$ cat config.mk
export PLATFORM = sky130hd
export DESIGN_NAME = fifo_ptr_ctrl
export DESIGN_NICKNAME = d
export VERILOG_FILES = /design/src/rtl/fifo_pkg.sv /design/src/rtl/fifo_ptr_cnt.sv /design/src/rtl/fifo_ptr_ctrl.sv
export SDC_FILE = /design/constraint.sdc
export NUM_CORES = 1
export LEC_CHECK = 0
export ABC_AREA = 1
export ABC_CLOCK_PERIOD_IN_PS = 3810
export CAP_MARGIN = 20
export CELL_PAD_IN_SITES_DETAIL_PLACEMENT = 1
export CELL_PAD_IN_SITES_GLOBAL_PLACEMENT = 2
export CORE_MARGIN = 2
export CORE_UTILIZATION = 25
export DETAILED_ROUTE_END_ITERATION = 8
export HOLD_SLACK_MARGIN = 0.05
export PLACE_DENSITY_LB_ADDON = 0.1
export SLEW_MARGIN = 20
export SYNTH_ARGS = -nofsm -noshare
export SYNTH_HDL_FRONTEND = slang
export SYNTH_SLANG_ARGS = --single-unit
$ cat constraint.sdc
create_clock -name clk -period 3.81 [get_ports clk]
set_input_delay 0.762 -clock clk [delete_from_list [all_inputs] [get_ports clk]]
set_output_delay 0.762 -clock clk [all_outputs]
set_load 0.01 [all_outputs]
$ cat src/rtl/fifo_pkg.sv
// Shared constants and helpers for the FIFO pointer controller.
package fifo_pkg;

  localparam int unsigned ADDR_W_DEF = 10;

  // Pointer carries one extra wrap bit above the RAM address.
  function automatic int unsigned ptr_width(input int unsigned addr_w);
    return addr_w + 1;
  endfunction

  localparam int unsigned PTR_W_DEF = ptr_width(ADDR_W_DEF);

  function automatic int unsigned afull_default(input int unsigned addr_w);
    return (32'd1 << addr_w) - 32'd2;
  endfunction

  function automatic int unsigned aempty_default();
    return 2;
  endfunction

endpackage

$ cat src/rtl/fifo_ptr_cnt.sv
// Wrap counter for one FIFO pointer; the MSB toggles each time the address wraps.
module fifo_ptr_cnt
  import fifo_pkg::*;
#(
  parameter int unsigned PTR_W = PTR_W_DEF
) (
  input  logic             clk,
  input  logic             rst,
  input  logic             clr,
  input  logic             en,
  output logic [PTR_W-1:0] cnt
);

  always_ff @(posedge clk) begin
    if (rst || clr) begin
      cnt <= '0;
    end else if (en) begin
      cnt <= cnt + PTR_W'(1);
    end
  end

endmodule

$ cat src/rtl/fifo_ptr_ctrl.sv
// Single-clock FIFO pointer controller: RAM addresses/enables, status flags,
// fill level and sticky overflow/underflow.
module fifo_ptr_ctrl
  import fifo_pkg::*;
#(
  parameter int unsigned ADDR_W        = ADDR_W_DEF,
  parameter int unsigned AFULL_THRESH  = afull_default(ADDR_W),
  parameter int unsigned AEMPTY_THRESH = aempty_default()
) (
  input  logic              clk,
  input  logic              rst,
  input  logic              clr,
  input  logic              wr,
  input  logic              rd,
  output logic [ADDR_W-1:0] wptr,
  output logic [ADDR_W-1:0] rptr,
  output logic              fifo_we,
  output logic              fifo_re,
  output logic              fifo_full,
  output logic              fifo_empty,
  output logic              almost_full,
  output logic              almost_empty,
  output logic [ADDR_W:0]   fill_level,
  output logic              overflow,
  output logic              underflow
);

  localparam int unsigned PTR_W = ptr_width(ADDR_W);
  localparam int unsigned DEPTH = 32'd1 << ADDR_W;

  generate
    if (!((AEMPTY_THRESH < AFULL_THRESH) && (AFULL_THRESH <= DEPTH))) begin : g_bad_thresh
      $error("fifo_ptr_ctrl: thresholds must satisfy AEMPTY_THRESH < AFULL_THRESH <= DEPTH");
    end
  endgenerate

  logic [PTR_W-1:0] wptr_int;
  logic [PTR_W-1:0] rptr_int;

  fifo_ptr_cnt #(.PTR_W(PTR_W)) u_wcnt (
    .clk (clk),
    .rst (rst),
    .clr (clr),
    .en  (fifo_we),
    .cnt (wptr_int)
  );

  fifo_ptr_cnt #(.PTR_W(PTR_W)) u_rcnt (
    .clk (clk),
    .rst (rst),
    .clr (clr),
    .en  (fifo_re),
    .cnt (rptr_int)
  );

  assign wptr = wptr_int[ADDR_W-1:0];
  assign rptr = rptr_int[ADDR_W-1:0];

  // Full/empty differ only in the wrap bit: equal addresses, same or opposite lap.
  assign fifo_empty   = (wptr_int == rptr_int);
  assign fifo_full    = (wptr_int[ADDR_W-1:0] == rptr_int[ADDR_W-1:0]) &&
                        (wptr_int[ADDR_W] != rptr_int[ADDR_W]);
  assign fill_level   = wptr_int - rptr_int;
  assign almost_full  = (fill_level >= PTR_W'(AFULL_THRESH));
  assign almost_empty = (fill_level <= PTR_W'(AEMPTY_THRESH));

  assign fifo_we = wr & ~fifo_full & ~clr;
  assign fifo_re = rd & ~fifo_empty & ~clr;

  always_ff @(posedge clk) begin
    if (rst || clr) begin
      overflow  <= 1'b0;
      underflow <= 1'b0;
    end else begin
      overflow  <= overflow | (wr & fifo_full);
      underflow <= underflow | (rd & fifo_empty);
    end
  end

endmodule
Word level (Yosys, flattened, before mapping) --
Index checks and enable logic that the tools add are counted. Widths: inputs -> output; s select.
Operators by class: reductions and logical operators 2, add/subtract/negate cells 3, bitwise logic cells 11, magnitude comparators 2, equality and inequality tests 3
Operators with widths (number):
- $add 11x1->11 const B | 2
- $eq 11x11->1 | 1
- $ge 11x10->1 const B | 1
- $le 11x2->1 const B | 1
- $sub 11x11->11 | 1
- $eq 10x10->1 | 1
- $and 1x1->1 | 6
- $not 1->1 | 3
- $or 1x1->1 | 2
- $logic_and 1x1->1 | 1
- $logic_or 1x1->1 | 1
- $ne 1x1->1 | 1
Storage, ports and cells: register bits after elaboration 24, logic and storage cells 25, output and inout bits 39

Longest topological paths before layout --
Gate-level depths: netlist of the first run.
depth after elaboration 5, gate-level depth with buffers 14, gate-level depth less buffers 14

Cells and area by module --
A second synthesis of the first run with hierarchy kept.
Unflattened totals: cells, all modules 317, area total of the unflattened synthesis 1970.6 µm²
Modules (own cells, without submodules):
- fifo_ptr_cnt | area an instance 531.8 µm², cells each 73, seq. area each 220.2 µm², times used 2
- fifo_ptr_ctrl | area an instance 907.1 µm², cells each 171, seq. area each 40.0 µm², times used 1

Least setup slack after synthesis of the first run --
OpenSTA, ideal clock, no wires.
path kind register to output, from register u_rcnt.cnt[0], to output port almost_empty, path buffers 0, path slack 1.213 ns, stages on the path, launching flop included 13, arrival 1.835 ns, cell sequence dfxtp_1 ha_1 inv_1 fa_1 nand2_1 nand2_1 nand3_1 nand2_1 nand2_1 nand2_1 nor2_1 nand3b_1 nor2_1
On the way: cells in the longest elaborated chain, start to end 2
RTL lines:
- start: declaration | RTL line fifo_ptr_cnt.sv:11 | output logic [PTR_W-1:0] cnt
- start signal: assignment | RTL line fifo_ptr_cnt.sv:18 | cnt <= cnt + PTR_W'(1);
- $sub 11x11->11 | RTL line fifo_ptr_ctrl.sv:63 | assign fill_level = wptr_int - rptr_int;
- named net fill_level[6] | RTL line fifo_ptr_ctrl.sv:23 | output logic [ADDR_W:0] fill_level,
- $le 11x2->1 | RTL line fifo_ptr_ctrl.sv:65 | assign almost_empty = (fill_level <= PTR_W'(AEMPTY_THRESH));
- end: declaration | RTL line fifo_ptr_ctrl.sv:22 | output logic almost_empty,
The timed path passes the listed nets, and every way through them passes these cells.

Worst setup path after layout of the first run --
from register u_wcnt.cnt[0], to output port almost_empty
On the way: cells in the longest elaborated chain, start to end 2
RTL lines (RTL line):
- start: declaration | fifo_ptr_cnt.sv:11
- start signal: assignment | fifo_ptr_cnt.sv:18
- $sub 11x11->11 | fifo_ptr_ctrl.sv:63
- $le 11x2->1 | fifo_ptr_ctrl.sv:65
Every way passes these cells.

==> results of run 1 <==
## layout by cell type (no fill, tap or decap), types with 2 or more instances in the layout
| master | netlist | final |
|---|---|---|
| nand3_1 | 31 | 31 |
| inv_1 | 50 | 50 |
| clkinv_1 | 2 | 2 |
| nor2_1 | 25 | 25 |
| buf_4 | 20 | 7 |
| nor3_1 | 10 | 10 |
| a21oi_1 | 23 | 23 |
| a21oi_2 | 2 | 2 |
| nand2_2 | 13 | 13 |
| nor2_4 | 3 | 3 |
| clkdlybuf4s50_1 | 0 | 43 |
| ha_1 | 12 | 12 |
| xnor2_1 | 2 | 2 |
| nand2_1 | 90 | 90 |
| nand4_1 | 3 | 3 |
| inv_2 | 3 | 3 |
| xor2_1 | 13 | 13 |
| dfxtp_1 | 24 | 23 |
| clkbuf_8 | 0 | 3 |
| o21ai_0 | 5 | 5 |
## Yosys cell counts
library cell | number | area share (%)
xnor2_1 | 2 | 0.80
xor2_1 | 13 | 5.2
nor3_4 | 1 | 0.74
buf_12 | 1 | 0.92
o21ai_0 | 5 | 1.1
inv_1 | 50 | 8.6
nand3_2 | 1 | 0.46
nor2_1 | 25 | 4.3
nand4_1 | 3 | 0.86
ha_1 | 12 | 6.9
buf_4 | 20 | 6.9
buf_6 | 1 | 0.52
xnor2_2 | 1 | 0.74
fa_1 | 1 | 0.92
o21bai_1 | 1 | 0.34
inv_2 | 3 | 0.52
nand2_2 | 13 | 3.7
a21oi_2 | 2 | 0.80
nand3_1 | 31 | 7.1
nand2_1 | 90 | 15
nand3b_1 | 1 | 0.34
nand2_4 | 1 | 0.52
a21oi_1 | 23 | 5.3
o21a_1 | 1 | 0.34
a31oi_1 | 1 | 0.29
dfxtp_1 | 24 | 22
nor2_4 | 3 | 1.5
nor3_1 | 10 | 2.3
clkinv_1 | 2 | 0.34
clkbuf_1 | 1 | 0.17
## final timing paths
kind,endpoint,slack [ns],cells after the start
min reg2reg,overflow$_SDFF_PP0_,0.49,1
min,overflow$_SDFF_PP0_,0.49,1
max reg2reg,u_wcnt.cnt[3]$_SDFFE_PP0P_,1.67,9
max,almost_empty,0.33,14
## metal layers
layer / up-vias / wire, um / global-route usage, %
met2: 29 / 3024 / 24.72
met1: 957 / 3594 / 21.36
met5: - / 0 / 0
met3: 5 / 142 / 1.727
met4: 0 / 66 / 3.205
li1: 1113 / - / -
## cell families (layout without fill, tap and decap cells)
| family | Yosys count | count (layout) | synth area share (%) |
|---|---|---|---|
| fa+ha+maj | 13 | 13 | 7.789 |
| flops | 24 | 24 | 21.99 |
| buf+inv | 78 | 109 | 17.93 |
| compound gates | 33 | 33 | 8.191 |
| xor+xnor | 16 | 16 | 6.759 |
| simple gates | 179 | 179 | 37.34 |
## area by class of cell
type | instances | area share, %
sequential | 24 | 17.91
tap | 108 | 5.023
clock inverter | 1 | 1.116
inverter | 55 | 7.674
clock buffer | 3 | 1.535
timing repair buffer | 50 | 17.95
multi-input combinational | 241 | 48.79
## worst reg2reg max path: cells and delay by family, from the launching register on
kind	cells	cell delay, ns
adder cells (fa/ha/maj)	1	0.36
flip-flops	1	0.45
AND/OR/NAND/NOR	6	0.98
AO/OA/AOI/OAI	1	0.16
buffers and inverters	1	0.13
## report_power, final
part,switching (mW),internal (mW)
clock network,0.0963,0.141
logic,0.0686,0.0551
registers,0.00338,0.253
total,0.168,0.449
## registers in the layout (all words and copies together), names as in the netlist
signal,flops
u_rcnt.cnt,11
u_wcnt.cnt,11
overflow,1
underflow,1
## through the flow
step	cell area, um^2	utilization, %
2_1_floorplan	2185	-
3_3_place_gp	2618	30.46
3_5_place_dp	2618	30.46
4_1_cts	2689	31.29
5_1_grt	2690	31.30
6_report	2690	31.30
==> metrics.md, run 1 <==
| Metric | Value |
|---|---|
| # rows | `34` |
| Slowest stage delay, CP | `0.54 ns` |
| CTS sink cnt | `24` |
| Distinct cells, synth | `30` |
| Pwr Density | `229.4 mW/mm^2` |
| CP Capture Type | `output port` |
| Area of the multi-input gates | `0.001313 mm^2` |
| Worst-margin pin slew | `0.6049 ns` |
| CTS H-tree depth | `1` |
| Root Driver | `clkbuf_8` |
| Max_slew headroom | `59.53%` |
| Cell mode on critical path | `nand2_1` |
| Slew Limit Fails | `0` |
| Die X | `97.48 um` |
| Setup-failing EPs final | `0` |
| #FFs+latches synth | `24` |
| I/O pins | `44` |
| Total power | `0.6172 mW` |
| Tmin final | `3.484 ns` |
| Core area | `0.008593 mm^2` |
| Critical hold path startpoint | `overflow$_SDFF_PP0_` |
| Hpwl dp | `5.570 mm` |
| Setup Fix Bufs, Post-CTS | `0` |
| CP max-delay cell | `clkdlybuf4s50_1` |
| Setup WS post-layout | `0.3255 ns` |
| Post-Syn Nets | `361` |
| Static leakage | `1.197 nW` |
| First-pass GRT wire length | `11.54 mm` |
| Worst skew pair latency | `0.28 ns` |
| Final setup TNS | `0 ns` |
| TritonCTS clock tree | `done` |
| Final hold slack | `0.4877 ns` |
| Worst-path fanout max | `5` |
| RR Startpoint | `u_rcnt.cnt[5]$_SDFFE_PP0P_` |
| Setup WS pre-CTS | `0.5138 ns` |
| Outcome | `completed` |
| CP Class | `reg2out` |
| Worst path buffer plus inverter count | `3` |
| Dpl cells | `478` |
| Hold Violations, Final | `0` |
| DRT Wirelength | `6.826 mm` |
| CP Data Arrival Time | `2.72 ns` |
| Cell family with the largest share of critical-path delay | `simple AND/OR/NAND/NOR gates` |
| Via count | `2104` |
| Ys Warns | `0` |
| Hold WC Path Type | `reg2reg` |
| PortBufs | `43` |
| Via count of the first global-routing pass | `2233` |
| CTS Hold Bufs | `0` |
| Post-synthesis sequential area ratio | `21.99%` |
| Gpl congestion | `0.7930` |
| Initial antenna violation count | `0` |
| Total CTS buffers | `3` |
| First-pass detailed-route iteration total | `4` |
| Area delta synth->final | `23.14%` |
| Tot GR Track Use | `15.10%` |
| CP Launch Type | `register` |
| Ant. Diodes | `0` |
| GRT overflow | `0` |
| Clock skew | `0.01118 ns` |
| Post-Synthesis Cells | `343` |
| Clk slew on worst S/H paths | `0.10 ns` |
| DIE HEIGHT | `97.48 um` |
| Max clock buf depth | `2` |
| Layout Nets | `393` |
| Mean Syn Cell Area | `6.369 um^2` |
| Register area | `481.7 um^2` |
| RSZ-0062 raised after global routing | `no` |
| Fin cells | `482` |
| Max Cap Violations | `0` |
| Achievable Freq | `287.0 MHz` |
| Via density | `4.365` |
| Crit path launch | `u_wcnt.cnt[0]$_SDFFE_PP0P_` |
| Mapped cell area | `0.002185 mm^2` |
| Layout cells sized above 1 | `9.893%` |
| Total die area | `0.009502 mm^2` |
| Final period utilization | `91.46%` |
| 1st-iter DRT viols | `52` |
| Number of routed nets with antenna violations | `0` |
| Fillcell total | `1137` |
| Largest net degree at the start of global routing | `15` |
| Wire per inst | `14.16 um` |
| Worst EP required | `3.05 ns` |
| DRC viols | `0` |
| Initial Util | `25.42%` |
| Count of cells resized by post-cts repair | `0` |
| Worst VDD drop | `0.0001380 V` |
| CP Cell Sequence | `inv_1 -> ha_1 -> inv_1 -> fa_1 -> nand2_1 -> nand2_1 -> nand3_1 -> nand2_1 -> nand2_1 -> nand2_1 -> nor2_1 -> nand3_1 -> nor2_1 -> clkdlybuf4s50_1` |
Power figures use the tool's default switching activity.
==> run 2, diff against run 1 <==
--- a/config.mk
+++ b/config.mk
@@ -11,7 +11,7 @@
 export CELL_PAD_IN_SITES_DETAIL_PLACEMENT = 1
 export CELL_PAD_IN_SITES_GLOBAL_PLACEMENT = 2
 export CORE_MARGIN = 2
-export CORE_UTILIZATION = 25
+export CORE_UTILIZATION = 30
 export DETAILED_ROUTE_END_ITERATION = 8
 export HOLD_SLACK_MARGIN = 0.05
 export PLACE_DENSITY_LB_ADDON = 0.1
==> run 2 against run 1 <==
Clock skew grew 0.0037 ns. Global-route usage increased by 2.0 points. Via count increased by 0.48%. Sequential power is essentially flat. First-iteration DRC count up 17%. Combinational power is 4% lower. Maximum frequency rose by 0.45%. Design area fell by 1.5%. Sequential share of layout area up 0.28 points. Register-to-register slack lost 0.05 ns. Largest cell class unchanged. Highest routed layer unchanged.
==> metrics.md, run 2 (synthesis gave the netlist of run 1 again) <==
| Metric | Value |
|---|---|
| CP Data Arrival Time | `2.71 ns` |
| Via count | `2114` |
| Setup-failing EPs final | `0` |
| Die X | `89.34 um` |
| GR Util met1 | `22.09%` |
| Area delta synth->final | `21.25%` |
| Largest registers | `u_rcnt.cnt x11, u_wcnt.cnt x11` |
| Largest net degree at the start of global routing | `20` |
| Max clock buf depth | `2` |
| Setup WS pre-CTS | `0.4780 ns` |
| Worst skew pair latency | `0.28 ns` |
| Hold Violations, Final | `0` |
| Static leakage | `1.177 nW` |
| GRT overflow | `0` |
| RSZ-0062 raised after global routing | `no` |
| Commonest cells after routing, fill and taps aside | `nand2_1, inv_1, clkdlybuf4s50_1` |
| Worst VDD drop | `0.0001363 V` |
| CP Launch Type | `register` |
| Cell family with the largest share of critical-path delay | `simple AND/OR/NAND/NOR gates` |
| CTS H-tree depth | `1` |
| Max Cap Violations | `0` |
| PortBufs | `43` |
| Worst-path fanout max | `7` |
| Setup WS post-layout | `0.3410 ns` |
| Achievable Freq | `288.3 MHz` |
| CTS Hold Bufs | `0` |
| Outcome | `completed` |
| 1st-iter DRT viols | `61` |
| GR Layer Usage met2 | `30.37%` |
| DIE HEIGHT | `89.34 um` |
| Clk slew on worst S/H paths | `0.10 ns` |
| I/O pins | `44` |
| Final period utilization | `91.05%` |
| Tmin final | `3.469 ns` |
| First-pass GRT wire length | `10.49 mm` |
| # rows | `31` |
| Fin area | `0.002649 mm^2` |
| Fillcell total | `959` |
| Worst path buffer plus inverter count | `2` |
| Ant. Diodes | `0` |
| Final core utilization | `37.11%` |
| CP Capture Type | `output port` |
| Met3 usage | `2.770%` |
| Pwr Density | `230.5 mW/mm^2` |
| Worst-margin pin slew | `0.6021 ns` |
| Via count of the first global-routing pass | `2135` |
| Number of routed nets with antenna violations | `0` |
| First-pass detailed-route iteration total | `4` |
| CTS sink cnt | `24` |
| Total die area | `0.007981 mm^2` |
| Via density | `4.507` |
| Core area | `0.007137 mm^2` |
| Leading cell type in the layout, fill and taps excluded | `nand2_1` |
| Final setup TNS | `0 ns` |
| DRT Wirelength | `6.238 mm` |
| Initial antenna violation count | `0` |
| Total CTS buffers | `3` |
| DP Area | `0.002576 mm^2` |
| CP Class | `reg2out` |
| Hold WC Path Type | `reg2reg` |
| Clock skew | `0.01487 ns` |
| Slowest stage delay, CP | `0.54 ns` |
| CP max-delay cell | `clkdlybuf4s50_1` |
| Wire per inst | `13.30 um` |
| Worst EP required | `3.05 ns` |
| Layout Nets | `389` |
| DRC viols | `0` |
| Max_slew headroom | `59.61%` |
| Gpl congestion | `0.7953` |
| Initial Util | `30.61%` |
| TritonCTS clock tree | `done` |
| Tot GR Track Use | `17.12%` |
| CP Cell Sequence | `ha_1 -> inv_1 -> fa_1 -> nand2_1 -> nand2_1 -> nand3_1 -> nand2_1 -> nand2_1 -> nand3_1 -> nand2_1 -> nand3b_1 -> nor2_1 -> clkdlybuf4s50_1` |
| Grt peak-use layer | `met2` |
| Hpwl dp | `5.173 mm` |
| Slew Limit Fails | `0` |
| Root Driver | `clkbuf_8` |
| Layout cells sized above 1 | `8.919%` |
| Cell mode on critical path | `nand2_1` |
==> run 2: changes by cell type in the layout (fill, tap and decap cells not counted), sizes merged <==
cell  change
buf       -4
==> run 2: layout make-up <==
class / instances / area (um^2) / area share [%]
Multi-Input combinational cell: 241 / 1313 / 49.55
Inverter: 55 / 206.4 / 7.794
Clock inverter: 1 / 30.03 / 1.134
Tap cell: 99 / 123.9 / 4.676
Clock buffer: 3 / 41.29 / 1.559
Sequential cell: 24 / 481.7 / 18.19
Timing Repair Buffer: 46 / 452.9 / 17.10
==> run 2: worst reg2reg max path, stage by stage (launching register included) <==
cell     delay, ns
dfxtp_1       0.44
inv_1         0.13
ha_1          0.39
nand2_1       0.13
nor2_4        0.15
nand2_2       0.08
nor2_4        0.17
nor2_4        0.06
nand2_4       0.06
buf_4         0.23
nand2_1       0.08
a21oi_1       0.16
==> run 2: worst paths after layout <==
check,start,end,slack [ns],cells past startpoint
worst max-delay path,u_rcnt.cnt[0]$_SDFFE_PP0P_,almost_empty,0.34,13
worst min-delay path,overflow$_SDFF_PP0_,overflow$_SDFF_PP0_,0.47,1
worst max register to register,u_rcnt.cnt[5]$_SDFFE_PP0P_,u_rcnt.cnt[10]$_SDFFE_PP0P_,1.62,11
worst min register to register,overflow$_SDFF_PP0_,overflow$_SDFF_PP0_,0.47,1
==> run 2: layer usage <==
metal	part of all wire (%)	vias to the layer above	wire (um)
met2	48	28	2997
li1	-	1107	-
met3	2.5	5	159
met5	0	-	0
met1	49	974	3044
met4	0.59	0	37
==> run 2: repair_timing <==
action | CTS | global route
buffers inserted | 0 | 0
setup endpoints to repair | 0 | 2
gates resized for setup | 0 | 1
==> run 2: report_power, final <==
part           internal, mW  switching (mW)
combinational        0.0530          0.0656
sequential            0.253         0.00324
clock                 0.141          0.0947
==> run 2: per-stage QoR <==
step / cells / power, mW / hold WS, ns
4_1_cts: 469 / 0.6228 / 0.4759
5_1_grt: 469 / 0.6473 / 0.5088
3_3_place_gp: 465 / 0.3817 / 0.4458
3_5_place_dp: 465 / 0.3830 / 0.4548
2_1_floorplan: 343 / 0.3324 / 0.4624
6_report: 469 / 0.6104 / 0.4706
==> run 3, diff against run 2 <==
--- a/config.mk
+++ b/config.mk
@@ -7,14 +7,14 @@
 export LEC_CHECK = 0
 export ABC_AREA = 1
 export ABC_CLOCK_PERIOD_IN_PS = 3810
-export CAP_MARGIN = 20
+export CAP_MARGIN = 5
 export CELL_PAD_IN_SITES_DETAIL_PLACEMENT = 1
 export CELL_PAD_IN_SITES_GLOBAL_PLACEMENT = 2
 export CORE_MARGIN = 2
 export CORE_UTILIZATION = 30
 export DETAILED_ROUTE_END_ITERATION = 8
 export HOLD_SLACK_MARGIN = 0.05
-export PLACE_DENSITY_LB_ADDON = 0.1
+export PLACE_DENSITY = 0.86
 export SLEW_MARGIN = 20
 export SYNTH_ARGS = -nofsm -noshare
 export SYNTH_HDL_FRONTEND = slang
==> run 3 against run 2 <==
Wire length shrank 0.14%. Final cell count shrank 0.21%. Sequential share of layout area grew 0.052 points. Clock skew shrank 0.0043 ns. Total power shrank 0.80%. Core utilization is 0.11 points lower. Critical endpoint is now almost_full. Combinational power is essentially flat. Non-clock buffer count is 1 lower. Maximum frequency grew 0.82%.
==> metrics.md, run 3 (synthesis gave the netlist of run 1 again) <==
| Metric | Value |
|---|---|
| Worst EP required | `3.05 ns` |
| Clock network fraction of design power | `38.0%` |
| CTS H-tree depth | `1` |
| Max Cap Violations | `0` |
| Clock skew | `0.01054 ns` |
| DIE HEIGHT | `89.34 um` |
| Logic pwr share | `19.7%` |
| Hold Path Depth | `2` |
| Final hold slack | `0.4828 ns` |
| First-pass GRT wire length | `10.25 mm` |
| Area delta synth->final | `20.90%` |
| Final period utilization | `90.31%` |
| Max_slew headroom | `60.34%` |
| Worst VDD drop | `0.0001237 V` |
| CP Class | `reg2out` |
| Achievable Freq | `290.6 MHz` |
| Largest net degree at the start of global routing | `20` |
| Via density | `4.622` |
| CP Launch Type | `register` |
| Largest registers | `u_rcnt.cnt x11, u_wcnt.cnt x11` |
| TritonCTS clock tree | `done` |
| Via count | `2163` |
| Sw Share | `26.27%` |
| Leading cell type in the layout, fill and taps excluded | `nand2_1` |
| CTS Hold Bufs | `0` |
| # rows | `31` |
| Pwr Density | `229.3 mW/mm^2` |
| Register area | `481.7 um^2` |
| Gpl congestion | `0.8323` |
| Total die area | `0.007981 mm^2` |
| I/O pins | `44` |
| Static leakage | `1.172 nW` |
| Clk slew on worst S/H paths | `0.10 ns` |
| Reg power frac | `42.3%` |
| Root Driver | `clkbuf_8` |
| Tmin final | `3.441 ns` |
| Total power | `0.6056 mW` |
| Tot GR Track Use | `16.43%` |
| Worst skew pair latency | `0.27 ns` |
| Layout Nets | `388` |
| Setup-failing EPs final | `0` |
| Fillcell total | `961` |
| Ant. Diodes | `0` |
| Setup WS pre-CTS | `0.5231 ns` |
| RSZ-0062 raised after global routing | `no` |
| Worst Reg2Reg Path Length in Cells | `9` |
| Area of the multi-input gates | `0.001313 mm^2` |
| Final setup TNS | `0 ns` |
| Cell Int Power | `0.4465 mW` |
| CP Data Arrival Time | `2.68 ns` |
| Core area | `0.007137 mm^2` |
| Setup WS post-layout | `0.3691 ns` |
| Final core utilization | `37.01%` |
| 1st-iter DRT viols | `49` |
| Worst-path fanout max | `5` |
| CP Capture Type | `output port` |
| Commonest cells after routing, fill and taps aside | `nand2_1, inv_1, clkdlybuf4s50_1` |
| PortBufs | `43` |
| Slew Limit Fails | `0` |
| Number of routed nets with antenna violations | `0` |
| Max clock buf depth | `2` |
| Via count of the first global-routing pass | `2179` |
| Outcome | `completed` |
| P_sw | `0.1591 mW` |
| Worst-margin pin slew | `0.5913 ns` |
| Layout cells sized above 1 | `8.672%` |
| Hold Violations, Final | `0` |
| DRT Wirelength | `6.229 mm` |
| Initial antenna violation count | `0` |
| Hpwl dp | `5.177 mm` |
| Wire per inst | `13.31 um` |
| Hold WC Path Type | `reg2reg` |
| First-pass detailed-route iteration total | `4` |
| CTS sink cnt | `24` |
| GRT overflow | `0` |
| DRC viols | `0` |
| Initial Util | `30.61%` |
| Total CTS buffers | `3` |
| Die X | `89.34 um` |
## run 3: changes by cell type in the layout (fill, tap and decap cells not counted)
cell and delta:
buf_4 -1
## run 3: path summary, 6_finish.rpt
kind                         startpoint                         end  slack (ns)
max          u_rcnt.cnt[5]$_SDFFE_PP0P_                 almost_full        0.37
min                underflow$_SDFF_PP0_        underflow$_SDFF_PP0_        0.48
max reg2reg  u_rcnt.cnt[5]$_SDFFE_PP0P_  u_wcnt.cnt[5]$_SDFFE_PP0P_        1.64
min reg2reg        underflow$_SDFF_PP0_        underflow$_SDFF_PP0_        0.48
## run 3: power groups by stage
| stage | logic, mW | clock network, mW | registers (mW) |
|---|---|---|---|
| floorplan | 0.0710 | 0 | 0.261 |
| global placement | 0.119 | 0 | 0.262 |
| detailed placement | 0.121 | 0 | 0.262 |
| CTS | 0.122 | 0.238 | 0.256 |
| global route | 0.134 | 0.246 | 0.257 |
| finish | 0.119 | 0.230 | 0.256 |
## run 3: per-stage QoR
| step | cell area [um^2] | cells |
|---|---|---|
| after floorplan | 2185 | 343 |
| after detailed placement | 2569 | 464 |
| final | 2641 | 468 |
| after global routing | 2641 | 468 |
| after CTS | 2640 | 468 |
| after global placement | 2569 | 464 |
## run 3: area by class of cell
class | instances | share of cell area [%]
multi-input combinational | 241 | 49.69
sequential | 24 | 18.24
timing repair buffer | 45 | 16.86
inverter | 55 | 7.816
tap | 99 | 4.690
clock buffer | 3 | 1.563
clock inverter | 1 | 1.137
## run 3: layer usage
metal | share of wire, % | up-vias | GRT usage [%]
met1 | 46 | 1017 | 21.42
li1 | - | 1106 | -
met4 | 0.85 | 0 | 2.849
met3 | 2.6 | 4 | 1.662
met5 | 0 | - | 0
met2 | 50 | 36 | 29.56
## run 3: worst max-delay path: stages, from the launching register on
cell,delay [ns]
dfxtp_1,0.44
inv_1,0.14
ha_1,0.38
nand2_1,0.14
nor2_4,0.16
nand3_1,0.11
nand2_1,0.08
nand2_1,0.05
nand2_1,0.09
nand2_1,0.06
nor2_1,0.10
nand3_1,0.07
nand2_1,0.06
clkdlybuf4s50_1,0.53
## run 3: what timing repair did
| item | in CTS | in global routing |
|---|---|---|
| setup buffers | 0 | 0 |
| resized for setup | 0 | 1 |
| setup endpoints to repair | 0 | 1 |
